**src/rtl/jump_resolve_if.sv**
```systemverilog
// Signal bundle between the jump resolver, the jump unit/issue side, fetch and the writeback arbiter.
// master drives issue/result/accept inputs; slave is the resolver itself.
interface jump_resolve_if #(
  parameter int CNT_W = 16
);
  logic             issue_en;
  logic             issue_is_branch;
  logic [4:0]       issue_rd;
  logic             fu_finish;
  logic             fu_cmp_res;
  logic [31:0]      fu_PC_jump;
  logic [31:0]      fu_PC_wb;
  logic             busy;
  logic             redirect;
  logic [31:0]      redirect_PC;
  logic             misalign;
  logic             wb_valid;
  logic [4:0]       wb_rd;
  logic [31:0]      wb_data;
  logic             wb_ready;
  logic [CNT_W-1:0] branch_cnt;
  logic [CNT_W-1:0] taken_cnt;
  logic [1:0]       dbg_state;

  modport master (
    output issue_en, issue_is_branch, issue_rd,
    output fu_finish, fu_cmp_res, fu_PC_jump, fu_PC_wb,
    output wb_ready,
    input  busy, redirect, redirect_PC, misalign,
    input  wb_valid, wb_rd, wb_data,
    input  branch_cnt, taken_cnt, dbg_state
  );

  modport slave (
    input  issue_en, issue_is_branch, issue_rd,
    input  fu_finish, fu_cmp_res, fu_PC_jump, fu_PC_wb,
    input  wb_ready,
    output busy, redirect, redirect_PC, misalign,
    output wb_valid, wb_rd, wb_data,
    output branch_cnt, taken_cnt, dbg_state
  );
endinterface

```
**src/rtl/jump_resolve.sv**
```systemverilog
// Resolves jump/branch results: one-cycle redirect/misalign pulse, held link writeback, branch counters.
// Writeback handshake: wb_valid/wb_rd/wb_data hold steady until a cycle with wb_ready high completes it.
module jump_resolve #(
  parameter int CNT_W = 16
) (
  input logic           clk,
  input logic           rst,
  jump_resolve_if.slave bus
);

  typedef enum logic [1:0] {
    S_IDLE    = 2'd0,
    S_WAIT    = 2'd1,
    S_RESOLVE = 2'd2,
    S_WB      = 2'd3
  } state_e;

  state_e           state_q, state_d;
  logic             is_branch_q;
  logic [4:0]       rd_q;
  logic             cmp_q;
  logic [31:0]      pc_jump_q;
  logic [31:0]      pc_wb_q;
  logic             busy_q;
  logic             redirect_q, redirect_d;
  logic             misalign_q, misalign_d;
  logic [31:0]      redirect_pc_q;
  logic             wb_valid_q;
  logic [4:0]       wb_rd_q;
  logic [31:0]      wb_data_q;
  logic [CNT_W-1:0] branch_cnt_q, branch_cnt_d;
  logic [CNT_W-1:0] taken_cnt_q, taken_cnt_d;
  logic             taken;
  logic             aligned;
  logic             load_wb;

  always_comb begin
    state_d      = state_q;
    redirect_d   = 1'b0;
    misalign_d   = 1'b0;
    branch_cnt_d = branch_cnt_q;
    taken_cnt_d  = taken_cnt_q;
    taken        = ~is_branch_q | cmp_q;
    aligned      = (pc_jump_q[1:0] == 2'b00);
    unique case (state_q)
      S_IDLE: begin
        if (bus.issue_en) state_d = S_WAIT;
      end
      S_WAIT: begin
        if (bus.fu_finish) state_d = S_RESOLVE;
      end
      S_RESOLVE: begin
        redirect_d = taken & aligned;
        misalign_d = taken & ~aligned;
        if (is_branch_q) begin
          branch_cnt_d = branch_cnt_q + CNT_W'(1);
          taken_cnt_d  = taken_cnt_q + CNT_W'(cmp_q);
        end
        // Only an aligned JAL/JALR with a real destination produces a link write.
        if (!is_branch_q && aligned && (rd_q != 5'd0)) state_d = S_WB;
        else                                            state_d = S_IDLE;
      end
      S_WB: begin
        if (bus.wb_ready) state_d = S_IDLE;
      end
      default: state_d = S_IDLE;
    endcase
    load_wb = (state_q == S_RESOLVE) && (state_d == S_WB);
  end

  always_ff @(posedge clk) begin
    if (rst) begin
      state_q       <= S_IDLE;
      is_branch_q   <= 1'b0;
      rd_q          <= 5'd0;
      cmp_q         <= 1'b0;
      pc_jump_q     <= 32'd0;
      pc_wb_q       <= 32'd0;
      busy_q        <= 1'b0;
      redirect_q    <= 1'b0;
      misalign_q    <= 1'b0;
      redirect_pc_q <= 32'd0;
      wb_valid_q    <= 1'b0;
      wb_rd_q       <= 5'd0;
      wb_data_q     <= 32'd0;
      branch_cnt_q  <= '0;
      taken_cnt_q   <= '0;
    end else begin
      state_q      <= state_d;
      busy_q       <= (state_d != S_IDLE);
      redirect_q   <= redirect_d;
      misalign_q   <= misalign_d;
      wb_valid_q   <= (state_d == S_WB);
      branch_cnt_q <= branch_cnt_d;
      taken_cnt_q  <= taken_cnt_d;
      if ((state_q == S_IDLE) && bus.issue_en) begin
        is_branch_q <= bus.issue_is_branch;
        rd_q        <= bus.issue_rd;
      end
      if ((state_q == S_WAIT) && bus.fu_finish) begin
        cmp_q     <= bus.fu_cmp_res;
        pc_jump_q <= bus.fu_PC_jump;
        pc_wb_q   <= bus.fu_PC_wb;
      end
      if (redirect_d) redirect_pc_q <= pc_jump_q;
      if (load_wb) begin
        wb_rd_q   <= rd_q;
        wb_data_q <= pc_wb_q;
      end
    end
  end

  assign bus.busy        = busy_q;
  assign bus.redirect    = redirect_q;
  assign bus.redirect_PC = redirect_pc_q;
  assign bus.misalign    = misalign_q;
  assign bus.wb_valid    = wb_valid_q;
  assign bus.wb_rd       = wb_rd_q;
  assign bus.wb_data     = wb_data_q;
  assign bus.branch_cnt  = branch_cnt_q;
  assign bus.taken_cnt   = taken_cnt_q;
  assign bus.dbg_state   = state_q;

endmodule

```
**src/flat_wrapper.sv**
```systemverilog
// flat-port wrapper written by rule: the top's interface ports become plain ports
module jump_resolve_flat 
#(
  parameter int CNT_W = 16
)
  (clk, rst, bus_issue_en, bus_issue_is_branch, bus_issue_rd, bus_fu_finish, bus_fu_cmp_res, bus_fu_PC_jump, bus_fu_PC_wb, bus_wb_ready, bus_busy, bus_redirect, bus_redirect_PC, bus_misalign, bus_wb_valid, bus_wb_rd, bus_wb_data, bus_branch_cnt, bus_taken_cnt, bus_dbg_state);
  jump_resolve_if #(.CNT_W(CNT_W)) bus_i ();
  input logic clk;
  input logic rst;
  input wire logic [$bits(bus_i.issue_en)-1:0] bus_issue_en;
  input wire logic [$bits(bus_i.issue_is_branch)-1:0] bus_issue_is_branch;
  input wire logic [$bits(bus_i.issue_rd)-1:0] bus_issue_rd;
  input wire logic [$bits(bus_i.fu_finish)-1:0] bus_fu_finish;
  input wire logic [$bits(bus_i.fu_cmp_res)-1:0] bus_fu_cmp_res;
  input wire logic [$bits(bus_i.fu_PC_jump)-1:0] bus_fu_PC_jump;
  input wire logic [$bits(bus_i.fu_PC_wb)-1:0] bus_fu_PC_wb;
  input wire logic [$bits(bus_i.wb_ready)-1:0] bus_wb_ready;
  output wire logic [$bits(bus_i.busy)-1:0] bus_busy;
  output wire logic [$bits(bus_i.redirect)-1:0] bus_redirect;
  output wire logic [$bits(bus_i.redirect_PC)-1:0] bus_redirect_PC;
  output wire logic [$bits(bus_i.misalign)-1:0] bus_misalign;
  output wire logic [$bits(bus_i.wb_valid)-1:0] bus_wb_valid;
  output wire logic [$bits(bus_i.wb_rd)-1:0] bus_wb_rd;
  output wire logic [$bits(bus_i.wb_data)-1:0] bus_wb_data;
  output wire logic [$bits(bus_i.branch_cnt)-1:0] bus_branch_cnt;
  output wire logic [$bits(bus_i.taken_cnt)-1:0] bus_taken_cnt;
  output wire logic [$bits(bus_i.dbg_state)-1:0] bus_dbg_state;
  assign bus_i.issue_en = bus_issue_en;
  assign bus_i.issue_is_branch = bus_issue_is_branch;
  assign bus_i.issue_rd = bus_issue_rd;
  assign bus_i.fu_finish = bus_fu_finish;
  assign bus_i.fu_cmp_res = bus_fu_cmp_res;
  assign bus_i.fu_PC_jump = bus_fu_PC_jump;
  assign bus_i.fu_PC_wb = bus_fu_PC_wb;
  assign bus_i.wb_ready = bus_wb_ready;
  assign bus_busy = bus_i.busy;
  assign bus_redirect = bus_i.redirect;
  assign bus_redirect_PC = bus_i.redirect_PC;
  assign bus_misalign = bus_i.misalign;
  assign bus_wb_valid = bus_i.wb_valid;
  assign bus_wb_rd = bus_i.wb_rd;
  assign bus_wb_data = bus_i.wb_data;
  assign bus_branch_cnt = bus_i.branch_cnt;
  assign bus_taken_cnt = bus_i.taken_cnt;
  assign bus_dbg_state = bus_i.dbg_state;
  jump_resolve #(.CNT_W(CNT_W)) u_core (.clk(clk), .rst(rst), .bus(bus_i));
endmodule
```
**config.mk**
```make
export PLATFORM = sky130hd
export DESIGN_NAME = jump_resolve_flat
export DESIGN_NICKNAME = d
export VERILOG_FILES = /design/src/rtl/jump_resolve_if.sv /design/src/rtl/jump_resolve.sv /design/src/flat_wrapper.sv
export SDC_FILE = /design/constraint.sdc
export NUM_CORES = 1
export LEC_CHECK = 0
export CAP_MARGIN = 40
export CORE_MARGIN = 2
export CORE_UTILIZATION = 37
export CTS_BUF_LIST = sky130_fd_sc_hd__clkbuf_4
export DETAILED_ROUTE_END_ITERATION = 10
export DONT_BUFFER_PORTS = 1
export SYNTH_ARGS = -nofsm -noshare
export SYNTH_HDL_FRONTEND = slang
export SYNTH_SLANG_ARGS = --single-unit
```
**constraint.sdc**
```tcl
create_clock -name clk -period 2.78 [get_ports clk]
set_input_delay 0.556 -clock clk [delete_from_list [all_inputs] [get_ports clk]]
set_output_delay 0.556 -clock clk [all_outputs]
set_load 0.05 [all_outputs]
```
==> Flow_metrics.wiki, run 1 <==
{| class="wikitable"
! Metric !! Value
|-
| Run status || finished, final reports clean
|-
| DRT iter0 DRCs || between 200 and 300
|-
| Post-synthesis async set-or-reset flop share || 0%
|-
| Area share of the largest cell type after synthesis || 54.2%
|-
| Least-Margin Pin Slew || approximately 0.7 ns
|-
| Count of antenna diodes in the layout || 0
|-
| Seq/Total Area, Yosys || between 50% and 60%
|-
| Count of buffering cells on the critical path with inverters included || 0
|-
| Total overflow reported by the global router || 0
|-
| Synth-to-Final Area Change || 9.63%
|-
| Setup violations, final || 0
|-
| Final total negative setup slack || 0 ns
|-
| WHS || ~0.081 ns
|-
| Cell variety after synth || 47
|-
| Initial antenna violation count || 0
|-
| IR Drop Worst-Case VDD || approximately 260 uV
|-
| Total vias in the final route || about 5100
|-
| Die Height || approximately 140 um
|-
| Top cell type by total area after synthesis || dfxtp_1
|-
| Initial Utilization || 37.9%
|-
| Chain of cells forming the critical path || nand4_1 > nor4_4 > nand3_1 > mux2_1
|-
| Count of pins over their slew limit || 0
|-
| Level count of the clock H-tree || 4
|-
| Top cells by count, synth || nand2_1 (276), dfxtp_1 (178), a21oi_1 (142), nor2_1 (36), clkbuf_1 (29)
|-
| EDFF count, synth || 0
|-
| GR peak layer || met2
|-
| Leakage power summed over all cells || 2.49 nW
|-
| Post-Synthesis Mean Instance Area || between 8 and 9 um^2
|-
| Yosys Warn Count || 0
|-
| Final GP Congestion || between 0.7 and 0.8
|-
| Area contributors post-synth || dfxtp_1 (54%), nand2_1 (16%), a21oi_1 (11%), nor2_1 (2.1%), clkbuf_1 (1.7%)
|-
| Clock-pin transition on the worst setup and hold timing paths || approximately 0.13 ns
|-
| Pin count of the biggest net entering global routing || between 150 and 200
|-
| Number of instances in the placed design || between 900 and 1000
|-
| Met2 global-route usage || a little over a quarter
|-
| Num rows || 48
|-
| Prevailing post-synth register cell || dfxtp_1
|-
| Share of final-layout standard cells stronger than drive strength 1 || between 9 and 10%
|-
| Detail-routed via count per cell || roughly 5
|-
| Power density over the cells || 626 nW/um^2
|-
| CTS tree || yes
|-
| Worst setup SP type || register
|-
| Final period util || about three quarters
|-
| Number of buffers created by CTS || 17
|-
| Worst setup EP type || register
|-
| Cell area after technology mapping || about 6600 um^2
|-
| Data required time of the worst path || about 3.2 ns
|-
| Synthesized instance count || 794
|-
| GR Layer Usage met1 || between 10% and 20%
|-
| Fmax achieved || about 490 MHz
|-
| DRC || 0
|-
| Final core utilization || roughly two fifths
|-
| Total iterations of the first detailed-routing run || 4
|-
| Core area || about 17000 um^2
|-
| I/O pin total || around 180
|-
| GR Util All Layers || 16.5%
|-
| Wire length per cell || between 15 and 20 um
|-
| Count of port buffers added during placement || 0
|-
| Max Clock Skew || approximately 0.02 ns
|-
| CTS Sinks || between 150 and 200
|-
| Post-DP HPWL || 9.98 mm
|-
| # Max-Cap Violations || 0
|-
| Post-DRT Antenna Nets || 0
|-
| Wire length of the first global-routing pass || 24.1 mm
|-
| Longest Clk Path Bufs || 2
|-
| Crit-path slowest cell || dfxtp_1
|-
| Yosys reg bits || 178
|-
| Met3 Use GR || 8.94%
|-
| Number of nets produced by synthesis || 873
|-
| CTS root buf || clkbuf_4
|-
| Die footprint || roughly 19000 um^2
|-
| Most common cell in the netlist || nand2_1
|-
| Final non-filler cell total || 1028
|-
| Type of the worst setup path || reg2reg
|-
| RSZ-0062 raised after global routing || false
|-
| Source-to-sink clock delay at the later pin of the worst-skew pair || 0.55 ns
|-
| Power after layout || ~4.5 mW
|-
| Number of nets at the end of the flow || 870
|-
| Horizontal die dimension || 137 um
|-
| Biggest fanout along the worst timing path || 8
|-
| Final critical path time including I/O delays and setup || approximately 2.1 ns
|-
| Number of hold violations in the final report || 0
|-
| Largest incremental delay on the critical path || 0.76 ns
|-
| Class of the most critical hold timing path || in2reg
|-
| CP arrival || between 2 and 3 ns
|-
| Via count of the first global-routing pass || 4650
|-
| Normalized max-slew margin || between 50 and 60%
|-
| WL final || approximately 16 mm
|-
| Kind of cell adding the most delay to the critical path || simple AND/OR/NAND/NOR gates
|}
-- cells by family (layout without fill, tap and decap cells) --
| family | Yosys count | count (layout) | share of synthesized area, % |
|---|---|---|---|
| xor gates and xnor gates | 19 | 19 | 2.53 |
| buffers and inverters | 56 | 65 | 4.00 |
| muxes | 10 | 10 | 1.56 |
| DFF | 178 | 178 | 54.2 |
| and+or+nand+nor | 372 | 372 | 24.7 |
| adders and majority gates | 3 | 3 | 0.571 |
| AOI/OAI and AO/OA | 156 | 156 | 12.4 |
-- cell type report --
| type | instances | area, um^2 |
|---|---|---|
| fillers | 1793 | 10200 |
| flip-flops and latches | 178 | 3560 |
| multi-input cells | 560 | 2760 |
| well taps | 225 | 282 |
| repair buffers | 31 | 273 |
| clock inverters | 10 | 160 |
| clock buffers | 21 | 158 |
| inverters | 3 | 11.3 |
-- registers in the layout, summed over array words and instances, names as in the netlist --
name	count
u_core.bus.misalign	1
u_core.bus.branch_cnt	16
u_core.bus.redirect_PC	32
u_core.bus.busy	1
u_core.rd_q	5
u_core.bus.wb_valid	1
u_core.pc_wb_q	32
u_core.bus.wb_rd	5
u_core.bus.taken_cnt	16
u_core.bus.wb_data	32
u_core.is_branch_q	1
u_core.cmp_q	1
u_core.bus.dbg_state	2
u_core.pc_jump_q	32
u_core.bus.redirect	1
-- cells in the final DEF (no fill, tap or decap), types with 8 or more instances in the layout --
cell type    n
a21oi_1    142
buf_4       27
clkbuf_4    21
dfxtp_1    178
mux2i_1      8
nand2_1    276
nand3_1      8
nand4_1      8
nor2_1      36
xnor2_1     11
xor2_1       8
-- per-stage QoR --
| step | instance area, um^2 | worst slack [ns] |
|---|---|---|
| final | 7200 | 0.725 |
| after detailed placement | 6860 | 0.732 |
| after floorplan | 6570 | 0.740 |
| after CTS | 7170 | 0.721 |
| after global placement | 6860 | 0.751 |
| after global routing | 7200 | 0.584 |
-- power by group --
part	internal [mW]	total, mW	switching, mW
clock	0.749	1.61	0.858
combinational	0.0780	0.227	0.149
sequential	2.61	2.67	0.0612
-- metal layers --
layer	vias up	wire length, um
met5	-	0
met1	2304	6730
li1	2608	-
met4	0	116
met2	129	7370
met3	10	1690
-- worst paths after layout --
kind	from	slack (ns)	cells past startpoint	endpoint
max	u_core.bus.taken_cnt[3]$_SDFFE_PP0P_	0.72	4	u_core.bus.taken_cnt[15]$_SDFFE_PP0P_
min	rst	0.08	1	u_core.bus.taken_cnt[9]$_SDFFE_PP0P_
max reg2reg	u_core.bus.taken_cnt[3]$_SDFFE_PP0P_	0.72	4	u_core.bus.taken_cnt[15]$_SDFFE_PP0P_
min reg2reg	u_core.pc_wb_q[27]$_SDFFE_PP0P_	0.46	2	u_core.bus.wb_data[27]$_SDFFE_PP0P_
-- what timing repair did --
| action | 4_1_cts | 5_1_grt |
|---|---|---|
| hold buffers | 0 | 2 |
| resized for setup | 0 | 0 |
| hold endpoints to repair | 0 | 6 |
| buffers inserted | 0 | 0 |
No activity file was read; power rests on OpenSTA's default activity.
==> run 2, diff against run 1 <==
clock period = 1.7 ns   (was 2.78 ns; I/O delays follow)
==> Flow_metrics.wiki, run 2 (synthesis gave the netlist of run 1 again) <==
{| class="wikitable"
! Metric !! Value
|-
| Initial Utilization || a little under two fifths
|-
| Final GP Congestion || around 0.74
|-
| WL final || ~16 mm
|-
| Run status || finished with violations
|-
| Number of buffers created by CTS || 17
|-
| Type of the worst setup path || reg2reg
|-
| Count of port buffers added during placement || 0
|-
| Violations in the final reports || negative hold slack, negative setup slack
|-
| Most common cell after layout, fill and taps aside || nand2_1
|-
| # Max-Cap Violations || 0
|-
| # fillers || around 1800
|-
| Most used cells in the layout excluding fill and tap cells || nand2_1 (268), dfxtp_1 (147), a21oi_1 (124)
|-
| I/O pin total || 183
|-
| CTS Sinks || 178
|-
| Post-DP HPWL || approximately 10 mm
|-
| Source-to-sink clock delay at the later pin of the worst-skew pair || around 0.56 ns
|-
| Detail-routed via count per cell || approximately 5
|-
| Final critical path time including I/O delays and setup || between 1.5 and 2 ns
|-
| CTS tree || yes
|-
| Longest Clk Path Bufs || 2
|-
| Die Height || approximately 140 um
|-
| Biggest fanout along the worst timing path || 9
|-
| Wire length per cell || ~15 um
|-
| Fmax achieved || ~590 MHz
|-
| Post-DRT Antenna Nets || 0
|-
| Initial antenna violation count || 1
|-
| Share of final-layout standard cells stronger than drive strength 1 || 19.6%
|-
| Pin count of the biggest net entering global routing || approximately 180
|-
| Num rows || between 40 and 50
|-
| Final period util || 101%
|-
| Level count of the clock H-tree || 4
|-
| Die footprint || roughly 19000 um^2
|-
| Leakage power summed over all cells || between 2 and 3 nW
|-
| GR Util All Layers || 16.6%
|-
| Number of hold violations in the final report || about 170
|-
| Normalized max-slew margin || 60.8%
|-
| Worst setup EP type || register
|-
| Max Clock Skew || between 0.02 and 0.025 ns
|-
| Wire length of the first global-routing pass || 24.4 mm
|-
| Total iterations of the first detailed-routing run || 4
|-
| Class of the most critical hold timing path || in2reg
|-
| Data required time of the worst path || between 2 and 2.5 ns
|-
| DRT iter0 DRCs || 280
|-
| Power density over the cells || 961 nW/um^2
|-
| Via count of the first global-routing pass || 4744
|-
| Total vias in the final route || around 5300
|-
| Number of nets at the end of the flow || 899
|-
| Number of instances in the placed design || between 1000 and 1500
|-
| CTS root buf || clkbuf_4
|-
| Power after layout || 7.37 mW
|-
| Horizontal die dimension || 137 um
|-
| Least-Margin Pin Slew || about 0.6 ns
|-
| Final total negative setup slack || -0.0200 ns
|-
| Synth-to-Final Area Change || 16.7%
|-
| Worst setup SP type || register
|-
| Core area || around 17000 um^2
|-
| Clock-pin transition on the worst setup and hold timing paths || 0.15 ns
|-
| DRC || 0
|-
| Count of pins over their slew limit || 0
|-
| RSZ-0062 raised after global routing || true
|-
| Total overflow reported by the global router || 0
|-
| Setup violations, final || 3
|-
| WHS || -0.174 ns
|-
| Final non-filler cell total || 1059
|-
| IR Drop Worst-Case VDD || between 400 and 500 uV
|-
| CP arrival || between 2 and 2.5 ns
|-
| Final worst-path setup slack || -0.00868 ns
|}
[run 2: worst paths after layout]
check / from / end / slack (ns) / depth (start not counted)
setup / recovery: u_core.rd_q[0]$_SDFFE_PP0P_ / u_core.bus.wb_data[10]$_SDFFE_PP0P_ / -0.009 / 6
hold / removal: rst / u_core.bus.taken_cnt[9]$_SDFFE_PP0P_ / -0.17 / 1
setup reg to reg: u_core.rd_q[0]$_SDFFE_PP0P_ / u_core.bus.wb_data[10]$_SDFFE_PP0P_ / -0.009 / 6
hold reg to reg: u_core.pc_jump_q[20]$_SDFFE_PP0P_ / u_core.bus.redirect_PC[20]$_SDFFE_PP0P_ / 0.44 / 2
[run 2: cell type report]
| class | instances | area (um^2) | area share [%] |
|---|---|---|---|
| Clock buffer | 18 | 135 | 1.76 |
| Timing Repair Buffer | 60 | 564 | 7.36 |
| Sequential cell | 178 | 3610 | 47.1 |
| Tap cell | 225 | 282 | 3.67 |
| Multi-Input combinational cell | 560 | 2890 | 37.6 |
| Antenna cell | 1 | 2.50 | 0.0326 |
| Inverter | 3 | 11.3 | 0.147 |
| Clock inverter | 14 | 175 | 2.28 |
[run 2: power by group]
group          internal [mW]  switching (mW)  total [mW]
Combinational          0.159           0.240       0.399
Clock                   1.06            1.54        2.59
Sequential              4.27           0.105        4.37
Total                   5.48            1.88        7.37
[run 2: metrics by stage]
step / instance area [um^2] / setup WS [ns] / hold slack (ns) / utilization [%]
final: 7670 / -0.00868 / -0.174 / 44.2
after global routing: 7670 / -0.0928 / -0.233 / 44.2
after CTS: 7450 / 0.00303 / -0.255 / 42.9
after detailed placement: 7140 / 0.0370 / 0.425 / 41.1
after global placement: 7140 / 0.0701 / 0.422 / 41.1
after floorplan: 6640 / 0.00652 / 0.432 / -
[run 2: critical path, stage by stage, from the launching register on]
cell and delay (ns):
dfxtp_2 0.35, or4_4 0.55, o2111ai_4 0.26, buf_12 0.16
buf_12 0.12, nand2_1 0.07, a21oi_2 0.16
[run 2: per-layer routing]
metal | GRT usage, % | vias up | routed length (um)
li1 | - | 2668 | -
met1 | 20.0 | 2463 | 7110
met2 | 26.5 | 131 | 7540
met3 | 7.03 | 17 | 1390
met4 | 6.24 | 0 | 205
met5 | 0 | - | 0
[run 2: timing repair]
| action | in CTS | in global routing |
|---|---|---|
| setup endpoints to repair | 1 | 73 |
| setup buffers | 0 | 3 |
| gates resized for setup | 1 | 41 |
| pin swaps | 0 | 18 |
| cloned | 0 | 3 |
| endpoints found under the hold margin | 178 | 178 |
